[src/rtl/cmd_pkg.sv]
// cmd_pkg: shared constants for the DDR4 command decoder.
//   - bit positions of the one-hot `commands` vector
//   - A-bus bit positions (auto-precharge, burst chop, RAS/CAS/WE)
//   - {RAS,CAS,WE} command encodings seen when act_n is high
package cmd_pkg;

  localparam int NUM_CMDS  = 19;

  localparam int CMD_DES   = 0;
  localparam int CMD_NOP   = 1;
  localparam int CMD_ACT   = 2;
  localparam int CMD_RD    = 3;
  localparam int CMD_RDA   = 4;
  localparam int CMD_WR    = 5;
  localparam int CMD_WRA   = 6;
  localparam int CMD_PRE   = 7;
  localparam int CMD_PREA  = 8;
  localparam int CMD_REF   = 9;
  localparam int CMD_MRS   = 10;
  localparam int CMD_ZQCL  = 11;
  localparam int CMD_ZQCS  = 12;
  localparam int CMD_SRE   = 13;
  localparam int CMD_SRX   = 14;
  localparam int CMD_PDE   = 15;
  localparam int CMD_PDX   = 16;
  localparam int CMD_RFU   = 17;
  localparam int CMD_BURST = 18;

  // A-bus bit positions
  localparam int A_AP  = 10;  // auto-precharge / all-banks / ZQ long
  localparam int A_BC  = 12;  // burst chop
  localparam int A_WE  = 14;
  localparam int A_CAS = 15;
  localparam int A_RAS = 16;

  // {RAS_n, CAS_n, WE_n} as carried on A[16:14]
  typedef enum logic [2:0] {
    RCW_MRS = 3'b000,
    RCW_REF = 3'b001,
    RCW_PRE = 3'b010,
    RCW_RFU = 3'b011,
    RCW_WR  = 3'b100,
    RCW_RD  = 3'b101,
    RCW_ZQ  = 3'b110,
    RCW_NOP = 3'b111
  } rcw_e;

endpackage

[src/rtl/cmd_bank_state.sv]
// cmd_bank_state: per-bank row latch and burst column sequencer.
// Ports:
//   clk, reset        clock, synchronous active-high reset
//   sel               this bank is addressed by the current bg/ba
//   act, rd, wr, pr   decoded (already validity-gated) command strobes
//   prea              precharge-all strobe, affects every bank
//   a                 address bus
//   row_id            row latched on ACT
//   col_id            current burst column
//   burst             burst in flight
//   rd_o_wr           1 while a write burst is in flight
module cmd_bank_state
  import cmd_pkg::*;
#(
  parameter int ADDRWIDTH = 17,
  parameter int COLWIDTH  = 10,
  parameter int BL        = 8
) (
  input  logic                 clk,
  input  logic                 reset,
  input  logic                 sel,
  input  logic                 act,
  input  logic                 rd,
  input  logic                 wr,
  input  logic                 pr,
  input  logic                 prea,
  input  logic [ADDRWIDTH-1:0] a,
  output logic [ADDRWIDTH-1:0] row_id,
  output logic [COLWIDTH-1:0]  col_id,
  output logic                 burst,
  output logic                 rd_o_wr
);

  localparam int CNTW = (BL > 1) ? $clog2(BL) : 1;
  localparam logic [CNTW-1:0] LAST_BEAT = CNTW'(BL - 1);

  logic [CNTW-1:0] beat;

  always_ff @(posedge clk) begin
    if (reset) begin
      row_id  <= '0;
      col_id  <= '0;
      burst   <= 1'b0;
      rd_o_wr <= 1'b0;
      beat    <= '0;
    end else begin
      if (act && sel) row_id <= a;

      // Precharge wins; a new RD/WR restarts any burst already in flight.
      if (prea || (pr && sel)) begin
        burst   <= 1'b0;
        rd_o_wr <= 1'b0;
        beat    <= '0;
      end else if ((rd || wr) && sel) begin
        col_id  <= a[COLWIDTH-1:0];
        burst   <= 1'b1;
        rd_o_wr <= wr;
        beat    <= '0;
      end else if (burst) begin
        if (beat == LAST_BEAT) begin
          // column holds its last value; bank returns to idle
          burst   <= 1'b0;
          rd_o_wr <= 1'b0;
        end else begin
          col_id <= col_id + 1'b1;
          beat   <= beat + 1'b1;
        end
      end
    end
  end

endmodule

[src/rtl/cmd.sv]
// cmd: DDR4 command decoder and per-bank address tracker.
// Ports:
//   clk, reset     clock, synchronous active-high reset
//   cke, cs_n      clock enable, chip select (active low)
//   act_n          activate (active low); when high, A[16:14] = RAS/CAS/WE
//   bg, ba         bank group / bank address
//   A              address / command bus
//   RowId          row latched per bank on ACT
//   ColId          current burst column per bank
//   rd_o_wr        per bank: 1 = write burst, 0 = read/idle
//   commands       combinational one-hot decode of the current pins
module cmd
  import cmd_pkg::*;
#(
  parameter int ADDRWIDTH  = 17,
  parameter int COLWIDTH   = 10,
  parameter int BGWIDTH    = 2,
  parameter int BANKGROUPS = 2**BGWIDTH,
  parameter int BAWIDTH    = 2,
  parameter int BL         = 8
) (
  input  logic                 clk,
  input  logic                 reset,
  input  logic                 cke,
  input  logic                 cs_n,
  input  logic                 act_n,
  input  logic [BGWIDTH-1:0]   bg,
  input  logic [BAWIDTH-1:0]   ba,
  input  logic [ADDRWIDTH-1:0] A,
  output logic [ADDRWIDTH-1:0] RowId   [BANKGROUPS][2**BAWIDTH],
  output logic [COLWIDTH-1:0]  ColId   [BANKGROUPS][2**BAWIDTH],
  output logic                 rd_o_wr [BANKGROUPS][2**BAWIDTH],
  output logic [NUM_CMDS-1:0]  commands
);

  localparam int BANKSPERGROUP = 2**BAWIDTH;

  logic cke_q;
  logic in_sr;
  logic valid;
  logic cmd_ok;
  logic ap;
  rcw_e rcw;
  logic ACT, RD, WR, PR, PREA;
  logic sre, srx;
  logic any_burst;
  logic Burst [BANKGROUPS][BANKSPERGROUP];
  // burst chop is ignored: every burst runs the full BL beats
  logic unused_bc;

  assign unused_bc = A[A_BC];

  assign valid  = !cs_n && cke && cke_q;
  assign cmd_ok = valid && act_n;
  assign ap     = A[A_AP];
  assign rcw    = rcw_e'(A[A_RAS:A_WE]);

  assign ACT  = valid && !act_n;
  assign RD   = cmd_ok && (rcw == RCW_RD);
  assign WR   = cmd_ok && (rcw == RCW_WR);
  assign PR   = cmd_ok && (rcw == RCW_PRE);
  assign PREA = PR && ap;

  // Power-state transitions are keyed on the cke edge, not on valid.
  assign sre = !cs_n && act_n && (rcw == RCW_REF) && cke_q && !cke;
  assign srx = !cke_q && cke && in_sr;

  always_comb begin
    any_burst = 1'b0;
    for (int g = 0; g < BANKGROUPS; g++) begin
      for (int b = 0; b < BANKSPERGROUP; b++) begin
        any_burst = any_burst | Burst[g][b];
      end
    end
  end

  always_comb begin
    commands            = '0;
    commands[CMD_DES]   = cs_n;
    commands[CMD_NOP]   = cmd_ok && (rcw == RCW_NOP);
    commands[CMD_ACT]   = ACT;
    commands[CMD_RD]    = RD && !ap;
    commands[CMD_RDA]   = RD && ap;
    commands[CMD_WR]    = WR && !ap;
    commands[CMD_WRA]   = WR && ap;
    commands[CMD_PRE]   = PR && !ap;
    commands[CMD_PREA]  = PREA;
    commands[CMD_REF]   = cmd_ok && (rcw == RCW_REF);
    commands[CMD_MRS]   = cmd_ok && (rcw == RCW_MRS);
    commands[CMD_ZQCL]  = cmd_ok && (rcw == RCW_ZQ) && ap;
    commands[CMD_ZQCS]  = cmd_ok && (rcw == RCW_ZQ) && !ap;
    commands[CMD_SRE]   = sre;
    commands[CMD_SRX]   = srx;
    commands[CMD_PDE]   = cke_q && !cke &&
                          (cs_n || (act_n && (rcw == RCW_NOP)));
    commands[CMD_PDX]   = !cke_q && cke && !in_sr;
    commands[CMD_RFU]   = cmd_ok && (rcw == RCW_RFU);
    commands[CMD_BURST] = any_burst;
  end

  always_ff @(posedge clk) begin
    if (reset) begin
      cke_q <= 1'b1;
      in_sr <= 1'b0;
    end else begin
      cke_q <= cke;
      if (sre)      in_sr <= 1'b1;
      else if (srx) in_sr <= 1'b0;
    end
  end

  for (genvar g = 0; g < BANKGROUPS; g++) begin : g_grp
    for (genvar b = 0; b < BANKSPERGROUP; b++) begin : g_bank
      cmd_bank_state #(
        .ADDRWIDTH (ADDRWIDTH),
        .COLWIDTH  (COLWIDTH),
        .BL        (BL)
      ) u_bank (
        .clk     (clk),
        .reset   (reset),
        .sel     ((bg == BGWIDTH'(g)) && (ba == BAWIDTH'(b))),
        .act     (ACT),
        .rd      (RD),
        .wr      (WR),
        .pr      (PR),
        .prea    (PREA),
        .a       (A),
        .row_id  (RowId[g][b]),
        .col_id  (ColId[g][b]),
        .burst   (Burst[g][b]),
        .rd_o_wr (rd_o_wr[g][b])
      );
    end
  end

endmodule

[config.mk]
export PLATFORM = sky130hd
export DESIGN_NAME = cmd
export DESIGN_NICKNAME = d
export VERILOG_FILES = /design/src/rtl/cmd_pkg.sv /design/src/rtl/cmd_bank_state.sv /design/src/rtl/cmd.sv
export SDC_FILE = /design/constraint.sdc
export NUM_CORES = 1
export LEC_CHECK = 0
export CAP_MARGIN = 0
export CORE_MARGIN = 4
export CORE_UTILIZATION = 32
export DETAILED_ROUTE_END_ITERATION = 6
export GPL_TIMING_DRIVEN = 0
export PLACE_DENSITY = 0.53
export SLEW_MARGIN = 25
export SYNTH_ARGS = -nofsm -noshare
export SYNTH_HDL_FRONTEND = slang
export SYNTH_SLANG_ARGS = --single-unit
[constraint.sdc]
create_clock -name clk -period 1.9 [get_ports clk]
set_input_delay 0.38 -clock clk [delete_from_list [all_inputs] [get_ports clk]]
set_output_delay 0.38 -clock clk [all_outputs]
set_load 0.1 [all_outputs]
Yosys cells after proc, flatten, opt, wreduce, memory -nomap -nowiden

Cells that the tools add are included.

Register bits after elaboration: 514
Bits of input ports: 26
Output and inout bits: 467
Logic and storage cells: 586

Reduce and logical (&&, ||, !) cells: 234
Add/subtract/negate cells: 32
Bitwise operators: 47
Multiplexer cells: 146
Equal/unequal tests: 45

Operators by type and width:

| cell                  | number |
|---|---|
| $mux 10               | 48 |
| $add 10x1->10 const B | 16 |
| $mux 1                | 98 |
| $logic_and 1x1->1     | 94 |
| $reduce_bool 2->1     | 33 |
| $reduce_and 2->1      | 32 |
| $eq 3x3->1 const B    | 20 |
| $add 3x1->3 const B   | 16 |
| $reduce_and 3->1      | 16 |
| $reduce_or 3->1       | 16 |
| $ne 2x1->1 const B    | 16 |
| $not 1->1             | 32 |
| $reduce_or 2->1       | 16 |
| $logic_or 1x1->1      | 18 |
| $or 1x1->1            | 15 |
| $eq 2x2->1 const B    | 4 |
| $eq 3x2->1 const B    | 2 |
| $logic_not 1->1       | 6 |
| $eq 2x1->1 const B    | 2 |
| $logic_not 2->1       | 2 |
| $eq 3x1->1 const B    | 1 |
| $logic_not 3->1       | 1 |

Longest topological paths before layout

Gate-level depths: netlist of the first run.

Depth in word-level cells: 15
Gate-level depth with buffers: 9

Cells and area by module

A second synthesis of the first run with hierarchy kept.

Cell total of the unflattened synthesis: 2839
Area total of the unflattened synthesis: 22938.2 um^2

By module, submodules not included:

| module         | instances | seq. area each (um^2) | area each (um^2) | cells an instance |
|---|---|---|---|---|
| cmd_bank_state | 16        | 640.6                 | 1403.8           | 173 |
| cmd            | 1         | 40.0                  | 476.7            | 71 |

Worst setup path before layout of the first run

No wires, ideal clock.

Path type: in2out
Start: input cke
End: output commands[3]
Stages: 6
Arrival: 3239 ps
Data required time: 1520 ps
Path slack: -1719 ps
Path through: buf_2 -> and3b_1 -> buf_2 -> buf_2 -> nand2_1 -> nor3_1

Longest elaborated chain between the ends: 5

RTL lines:

| item                           | RTL line  | RTL |
|---|---|---|
| start, declared                | cmd.sv:24 | `input logic cke,` |
| $logic_and 1x1->1 (2 in a row) | cmd.sv:53 | `assign valid = !cs_n && cke && cke_q;` |
| $logic_and 1x1->1              | cmd.sv:54 | `assign cmd_ok = valid && act_n;` |
| $logic_and 1x1->1              | cmd.sv:59 | `assign RD = cmd_ok && (rcw == RCW_RD);` |
| $logic_and 1x1->1              | cmd.sv:82 | `commands[CMD_RD] = RD && !ap;` |
| end, declared                  | cmd.sv:33 | `output logic [NUM_CMDS-1:0] commands` |

No other way between the ends.

Worst setup path in the final report of the first run

Start: register cke_q
End: output commands[10]

Longest elaborated chain between the ends: 3

RTL lines:

| item                   | RTL line   | RTL |
|---|---|---|
| start, declared        | cmd.sv:38  | `logic cke_q;` |
| start signal, assigned | cmd.sv:106 | `cke_q <= cke;` |
| $logic_and 1x1->1      | cmd.sv:53  |  |
| $logic_and 1x1->1      | cmd.sv:54  |  |
| $logic_and 1x1->1      | cmd.sv:89  | `commands[CMD_MRS] = cmd_ok && (rcw == RCW_MRS);` |

No other way between the ends.

==> flow_metrics.py, run 1 <==
metrics = {
    "flow_run": {
        "maxCapViolCount": 0,
    },
    "timing": {
        "slew_violations": 0,
        "maxSlewHeadroom_pct": 26.4,
        "layout_worst_path_cycle_share_pct": 130,
        "rsz0062_at_grt": "true",
        "clock_skew_ns": 0.0505,
        "worst_pin_slew_ns": 1.10,
        "min_period_ns": 2.47,
        "setup_viol": 325,
        "finalWorstSetupSlack_ns": -0.569,
        "fmax_mhz": 405,
        "final_hold_viol_count": 0,
    },
    "cts": {
        "cts_root_buf": "clkbuf_16",
        "clock_latency_ns": 0.66,
        "htree_levels": 2,
        "cts_tree": "built",
        "numCtsBuffers": 60,
        "clk_path_buf_depth": 3,
        "clock_sinks": 514,
        "clkTransAtPathRegs_ns": 0.06,
    },
    "worst_setup_path": {
        "crit_required_ns": 1.52,
        "critPathKind": "reg2out",
        "critPathLaunchType": "register",
        "setup.worst_path.end_class": "output port",
        "critPathMaxFanout": 6,
        "worst_ep_arrival_time_ns": 2.09,
    },
    "final_layout": {
        "final_area_um2": 33600,
        "drive_gt1_share_pct": 33.8,
        "nNetsFinal": 3702,
        "instances_no_fill": 4644,
        "utilization_pct": 45.2,
        "syn2layout_area_growth_pct": 39.8,
    },
    "placement": {
        "hpwlAfterDp_mm": 87.7,
        "pre_cts_ws_ns": -2.23,
        "dp.cells": 4382,
        "dpl-instance-area_um2": 30500,
        "io_buffers": 489,
        "gp_congestion": 0.952,
    },
    "global_route": {
        "antenna_found_initial": 9,
        "grt_pass1_wl_mm": 170,
        "grt_max_degree": 20,
        "grt_usage_pct": 29.1,
        "grt_overflow": 0,
        "grt_pass1_vias": 23600,
    },
    "power": {
        "switching_share_pct": 26.3,
        "p_comb_share_pct": 7.9,
        "power_switching_mw": 6.49,
        "leakagePower_nw": 13.5,
        "pwr-share-clk_pct": 48.3,
        "p_int_mw": 18.2,
        "total_power_mw": 24.7,
        "pwr-share-seq_pct": 43.8,
        "powerDensity_nw_per_um2": 734,
        "peakVddDrop_uv": 700,
    },
    "floorplan": {
        "die-area_um2": 79600,
        "core_area_um2": 74400,
        "die_height_um": 282,
        "die_w_um": 282,
        "io_pins": 493,
        "core.rowCount": 100,
        "start_util_pct": 32.3,
    },
    "detailed_routing": {
        "ant_nets": 0,
        "routed_wl_mm": 123,
        "drcViolationCount": 0,
        "via_count": 26000,
        "routedWlPerCell_um": 26.5,
        "drt_iter0_markers": 2991,
        "vias_per_cell": 5.60,
        "firstDrtPassIters": 5,
    },
    "yosys": {
        "synth_cell_type_count": 77,
        "ys_ff_latch": 514,
        "ys_warn_count": 0,
        "synth_ff_type": "dfxtp_1",
        "synth_seq_area_share_pct": 42.8,
        "syn_nets": 2997,
        "syn_avg_cell_area_um2": 8.23,
        "synth-edff-count": 0,
        "syn_area_um2": 24100,
        "syn_inst": 2923,
        "async_flop_share_pct": 0,
    },
    "outcome": {
        "violations": "setup timing",
        "outcome": "finished, violations left",
    },
    "worst_hold_path": {
        "min_path_type": "in2reg",
    },
}
[worst max-delay path: stages, from the launching register on]
cell and delay [ns]:
dfxtp_2 0.32, and3b_2 0.20, buf_12 0.12, clkbuf_16 0.13, nand3b_1 0.09, buf_6 0.16
nor3_4 0.19, buf_12 0.20
[cell families after synthesis]
kind of cell / Yosys count / synth area share [%]
DFF: 514 / 42.8
and+or+nand+nor: 1238 / 25.9
adders and majority gates: 48 / 2.50
AOI/OAI and AO/OA: 694 / 17.0
muxes: 135 / 5.66
buffers and inverters: 268 / 5.22
xor gates and xnor gates: 26 / 0.946
[cell type report]
type | instances | area (um2)
fill | 7515 | 40800
multi-input combinational | 2141 | 13600
sequential | 514 | 10500
timing repair buffer | 650 | 4500
clock buffer | 92 | 1770
buffer | 243 | 1750
tap | 969 | 1210
clock inverter | 13 | 220
inverter | 18 | 70.1
antenna | 4 | 10.0
[final timing paths]
path                                                startpoint  slack [ns]  depth (start not counted)                                           endpoint
min reg2reg  g_grp[2].g_bank[1].u_bank.row_id[14]$_SDFFE_PP0P_        0.45                          2  g_grp[2].g_bank[1].u_bank.row_id[14]$_SDFFE_PP0P_
min                                                      A[15]        0.23                          4     g_grp[1].g_bank[1].u_bank.rd_o_wr$_SDFFE_PP0P_
max reg2reg                                   cke_q$_SDFF_PP1_       -0.31                         12   g_grp[2].g_bank[2].u_bank.col_id[7]$_SDFFE_PP0P_
max                                           cke_q$_SDFF_PP1_       -0.57                          7                                       commands[10]
[repair_timing]
item                                    CTS  global route
pin swaps                                38            84
resized for setup                       801          1397
gates cloned                              1            13
buffers inserted                         65            83
hold buffers                              0             0
endpoints found under the setup margin  970           863
[power by group through the flow]
stage	Combinational (mW)	Clock (mW)	Sequential, mW
floorplan	0.660	0	11.2
global placement	1.64	0	11.0
detailed placement	1.64	0	11.0
CTS	1.78	12.1	10.8
global route	1.96	12.5	10.8
finish	1.94	11.9	10.8
[Yosys cell counts, types with 11 or more instances]
cell type,instances,share of area (%)
o21a_1,18,0.56
nor3_1,75,1.6
a221oi_1,12,0.44
a211oi_1,41,1.3
buf_2,59,1.2
and2_1,27,0.70
nand3_1,187,3.9
or3_1,48,1.2
ha_1,48,2.5
nor4_1,27,0.70
xnor2_1,18,0.66
dfxtp_1,514,43
o21ai_1,25,0.52
a31oi_1,21,0.55
buf_1,13,0.20
clkbuf_1,135,2.1
nor2b_1,18,0.47
nor2_1,286,4.5
buf_4,39,1.2
and3_1,13,0.34
a21o_1,22,0.69
nand4b_1,13,0.47
mux2i_1,127,5.3
inv_1,17,0.27
o21ai_0,113,2.4
a21oi_1,348,7.2
o22ai_1,23,0.60
nand4_1,50,1.3
o211ai_1,11,0.34
nand2_1,354,5.5
nand2b_1,45,1.2
[routing by layer]
layer | GRT usage, % | vias up | routed length [um]
met1 | 38.0 | 12600 | 49800
met5 | 0 | - | 19
met4 | 11.1 | 4 | 5360
met2 | 46.2 | 1306 | 55600
li1 | - | 11800 | -
met3 | 7.80 | 258 | 12600
[cells in the final DEF (no fill, tap or decap), drive strengths merged, types with 28 or more instances in the layout]
cell / count
nor2: 290
nand2: 356
clkbuf: 496
nand2b: 45
dfxtp: 514
ha: 48
nor4: 28
a21oi: 348
o21ai: 138
or3: 48
mux2i: 127
a211oi: 50
nand3: 189
nand4: 50
nor3: 89
buf: 465
[stage by stage]
step	TNS, ns	hold slack (ns)
final	-36.19	0.235
after global routing	-57.80	0.224
after CTS	-200.93	0.294
after detailed placement	-949.22	0.447
after global placement	-979.68	0.441
after floorplan	-2.11	0.436
[sequential cells by signal, summed over array words and instances (netlist names)]
signal	cells
g_grp.g_bank.u_bank.col_id	160
g_grp.g_bank.u_bank.row_id	272
in_sr	1
cke_q	1
g_grp.g_bank.u_bank.burst	16
g_grp.g_bank.u_bank.beat	48
g_grp.g_bank.u_bank.rd_o_wr	16
(Power assumes the default switching activity.)
==> run 2, diff against run 1 <==
--- a/config.mk
+++ b/config.mk
@@ -11,7 +11,6 @@
 export DETAILED_ROUTE_END_ITERATION = 6
 export GPL_TIMING_DRIVEN = 0
 export PLACE_DENSITY = 0.53
-export SLEW_MARGIN = 25
 export SYNTH_ARGS = -nofsm -noshare
 export SYNTH_HDL_FRONTEND = slang
 export SYNTH_SLANG_ARGS = --single-unit
==> run 2 against run 1 <==
  * The flow still finishes with violations (setup timing)
  * Highest routed layer unchanged
  * Critical path depth did not move
  * Global-route usage increased by 0.23 points
  * Clock skew rose by 0.015 ns
  * Worst setup slack improved by 0.011 ns
  * Sequential share of layout area fell by 2.0 points
  * Non-clock buffer count increased by 84
==> flow_metrics.py, run 2 (synthesized netlist as in run 1, its figures left out) <==
metrics = {
    "outcome": {
        "outcome": "finished, violations left",
        "violations": "setup timing",
    },
    "final_layout": {
        "layout_commonest_cell": "dfxtp_1",
        "nNetsFinal": 3790,
        "final_cell_mix": "376 x dfxtp_1, 351 x buf_2, 332 x nand2_1",
        "top_register": "g_grp.g_bank.u_bank.row_id",
        "largest_reg_flops": 272,
        "largestRegisters": "g_grp.g_bank.u_bank.row_id (272), g_grp.g_bank.u_bank.col_id (160), g_grp.g_bank.u_bank.beat (48)",
        "syn2layout_area_growth_pct": 49.4,
        "drive_gt1_share_pct": 39.3,
    },
    "placement": {
        "hpwlAfterDp_mm": 88.1,
        "pre_cts_ws_ns": -2.39,
        "gp_congestion": 0.952,
        "io_buffers": 489,
    },
    "worst_setup_path": {
        "rr_worst_depth": 8,
        "setup.worst_path.end_class": "output port",
        "startpoint": "cke_q$_SDFF_PP1_",
        "worstReg2RegEnd": "g_grp[2].g_bank[2].u_bank.col_id[0]$_SDFFE_PP0P_",
        "worst_ep_arrival_time_ns": 2.08,
        "critPathMaxFanout": 6,
        "critPathKind": "reg2out",
        "critPathLaunchType": "register",
        "crit_required_ns": 1.52,
        "timing.rr.start": "cke_q$_SDFF_PP1_",
        "ff2ff_setup_slack_ns": -0.10,
    },
    "timing": {
        "worst_pin_slew_ns": 1.23,
        "min_period_ns": 2.46,
        "fmax_mhz": 407,
        "maxSlewHeadroom_pct": 18.3,
        "layout_worst_path_cycle_share_pct": 129,
        "rsz0062_at_grt": "true",
        "finalWorstSetupSlack_ns": -0.558,
        "final_hold_viol_count": 0,
        "fin_tns_setup_ns": -11.54,
        "slew_violations": 0,
        "setup_viol": 124,
        "clock_skew_ns": 0.0652,
    },
    "flow_run": {
        "maxCapViolCount": 0,
    },
    "global_route": {
        "grt_overflow": 0,
        "grt_usage_pct": 29.3,
        "grt_pass1_vias": 23800,
        "grt_pass1_wl_mm": 172,
        "grt_max_degree": 19,
        "antenna_found_initial": 11,
    },
    "worst_hold_path": {
        "min_path_type": "in2reg",
        "hp-start": "A[15]",
        "worstHoldPathCells": 4,
        "min_to": "g_grp[1].g_bank[1].u_bank.rd_o_wr$_SDFFE_PP0P_",
    },
    "power": {
        "leakagePower_nw": 14.6,
        "powerDensity_nw_per_um2": 692,
        "peakVddDrop_uv": 631,
        "total_power_mw": 24.9,
    },
    "cts": {
        "numCtsBuffers": 59,
        "clk_path_buf_depth": 3,
        "cts_root_buf": "clkbuf_16",
        "clock_sinks": 514,
        "clkTransAtPathRegs_ns": 0.07,
        "clock_latency_ns": 0.67,
        "htree_levels": 2,
        "cts_tree": "built",
    },
    "detailed_routing": {
        "ant_nets": 0,
        "routedWlPerCell_um": 26.7,
        "vias_per_cell": 5.60,
        "routed_wl_mm": 127,
        "drt_iter0_markers": 2725,
        "via_count": 26500,
        "firstDrtPassIters": 6,
        "drcViolationCount": 0,
    },
    "floorplan": {
        "io_pins": 493,
        "core_area_um2": 74400,
        "die-area_um2": 79600,
        "die_w_um": 282,
        "core.rowCount": 100,
        "start_util_pct": 32.3,
        "die_height_um": 282,
    },
}
## run 2: layout make-up
type,instances,area (um2)
fill,7294,38500
timing repair buffer,733,5600
clock buffer,87,1750
inverter,18,70.1
buffer,244,2080
sequential,514,10500
multi-input combinational,2146,14500
antenna,7,17.5
clock inverter,24,278
tap,969,1210
## run 2: worst max-delay path by stage
stage                                                                  end  cells past startpoint
after global routing                                          commands[10]                      7
after detailed placement  g_grp[2].g_bank[0].u_bank.col_id[3]$_SDFFE_PP0P_                      6
final                                                         commands[10]                      7
after global placement    g_grp[2].g_bank[0].u_bank.col_id[3]$_SDFFE_PP0P_                      6
after CTS                                                     commands[10]                      7
after floorplan                                               commands[10]                      5
## run 2: where the power goes
part	switching [mW]	total [mW]	leakage [nW]	internal, mW
logic	1.53	2.07	9.40	0.534
clock network	5.16	12.0	1.00	6.84
registers	0.0227	10.8	4.21	10.8
## run 2: layer usage
layer / track usage [%] / vias to the layer above / part of all wire, %
met4: 10.9 / 6 / 4.2
met3: 7.13 / 267 / 10
met1: 38.7 / 12900 / 40
li1: - / 12000 / -
met2: 46.8 / 1309 / 45
met5: 0 / - / 0.032
## run 2: metrics by stage
step | std cells | util [%] | instance area [um2] | hold WS (ns)
after floorplan | 2923 | - | 24500 | 0.436
after global placement | 4381 | 41.1 | 30600 | 0.441
after detailed placement | 4381 | 41.1 | 30600 | 0.446
after CTS | 4582 | 44.0 | 32800 | 0.277
after global routing | 4736 | 48.3 | 35900 | 0.301
final | 4742 | 48.3 | 36000 | 0.307
## run 2: repair_timing
action | in CTS | in global routing
gates resized for setup | 2836 | 570
setup buffers | 88 | 136
hold buffers | 0 | 0
endpoints found under the setup margin | 981 | 433
cloned | 6 | 22
pin swaps | 75 | 145
## run 2: worst max-delay path, stage by stage, from the launching register on
cell and delay [ns]:
dfxtp_2 0.34, and3b_2 0.22, buf_12 0.12, clkbuf_16 0.14, nand3b_1 0.09, buf_6 0.15, nor3_4 0.15, buf_12 0.20
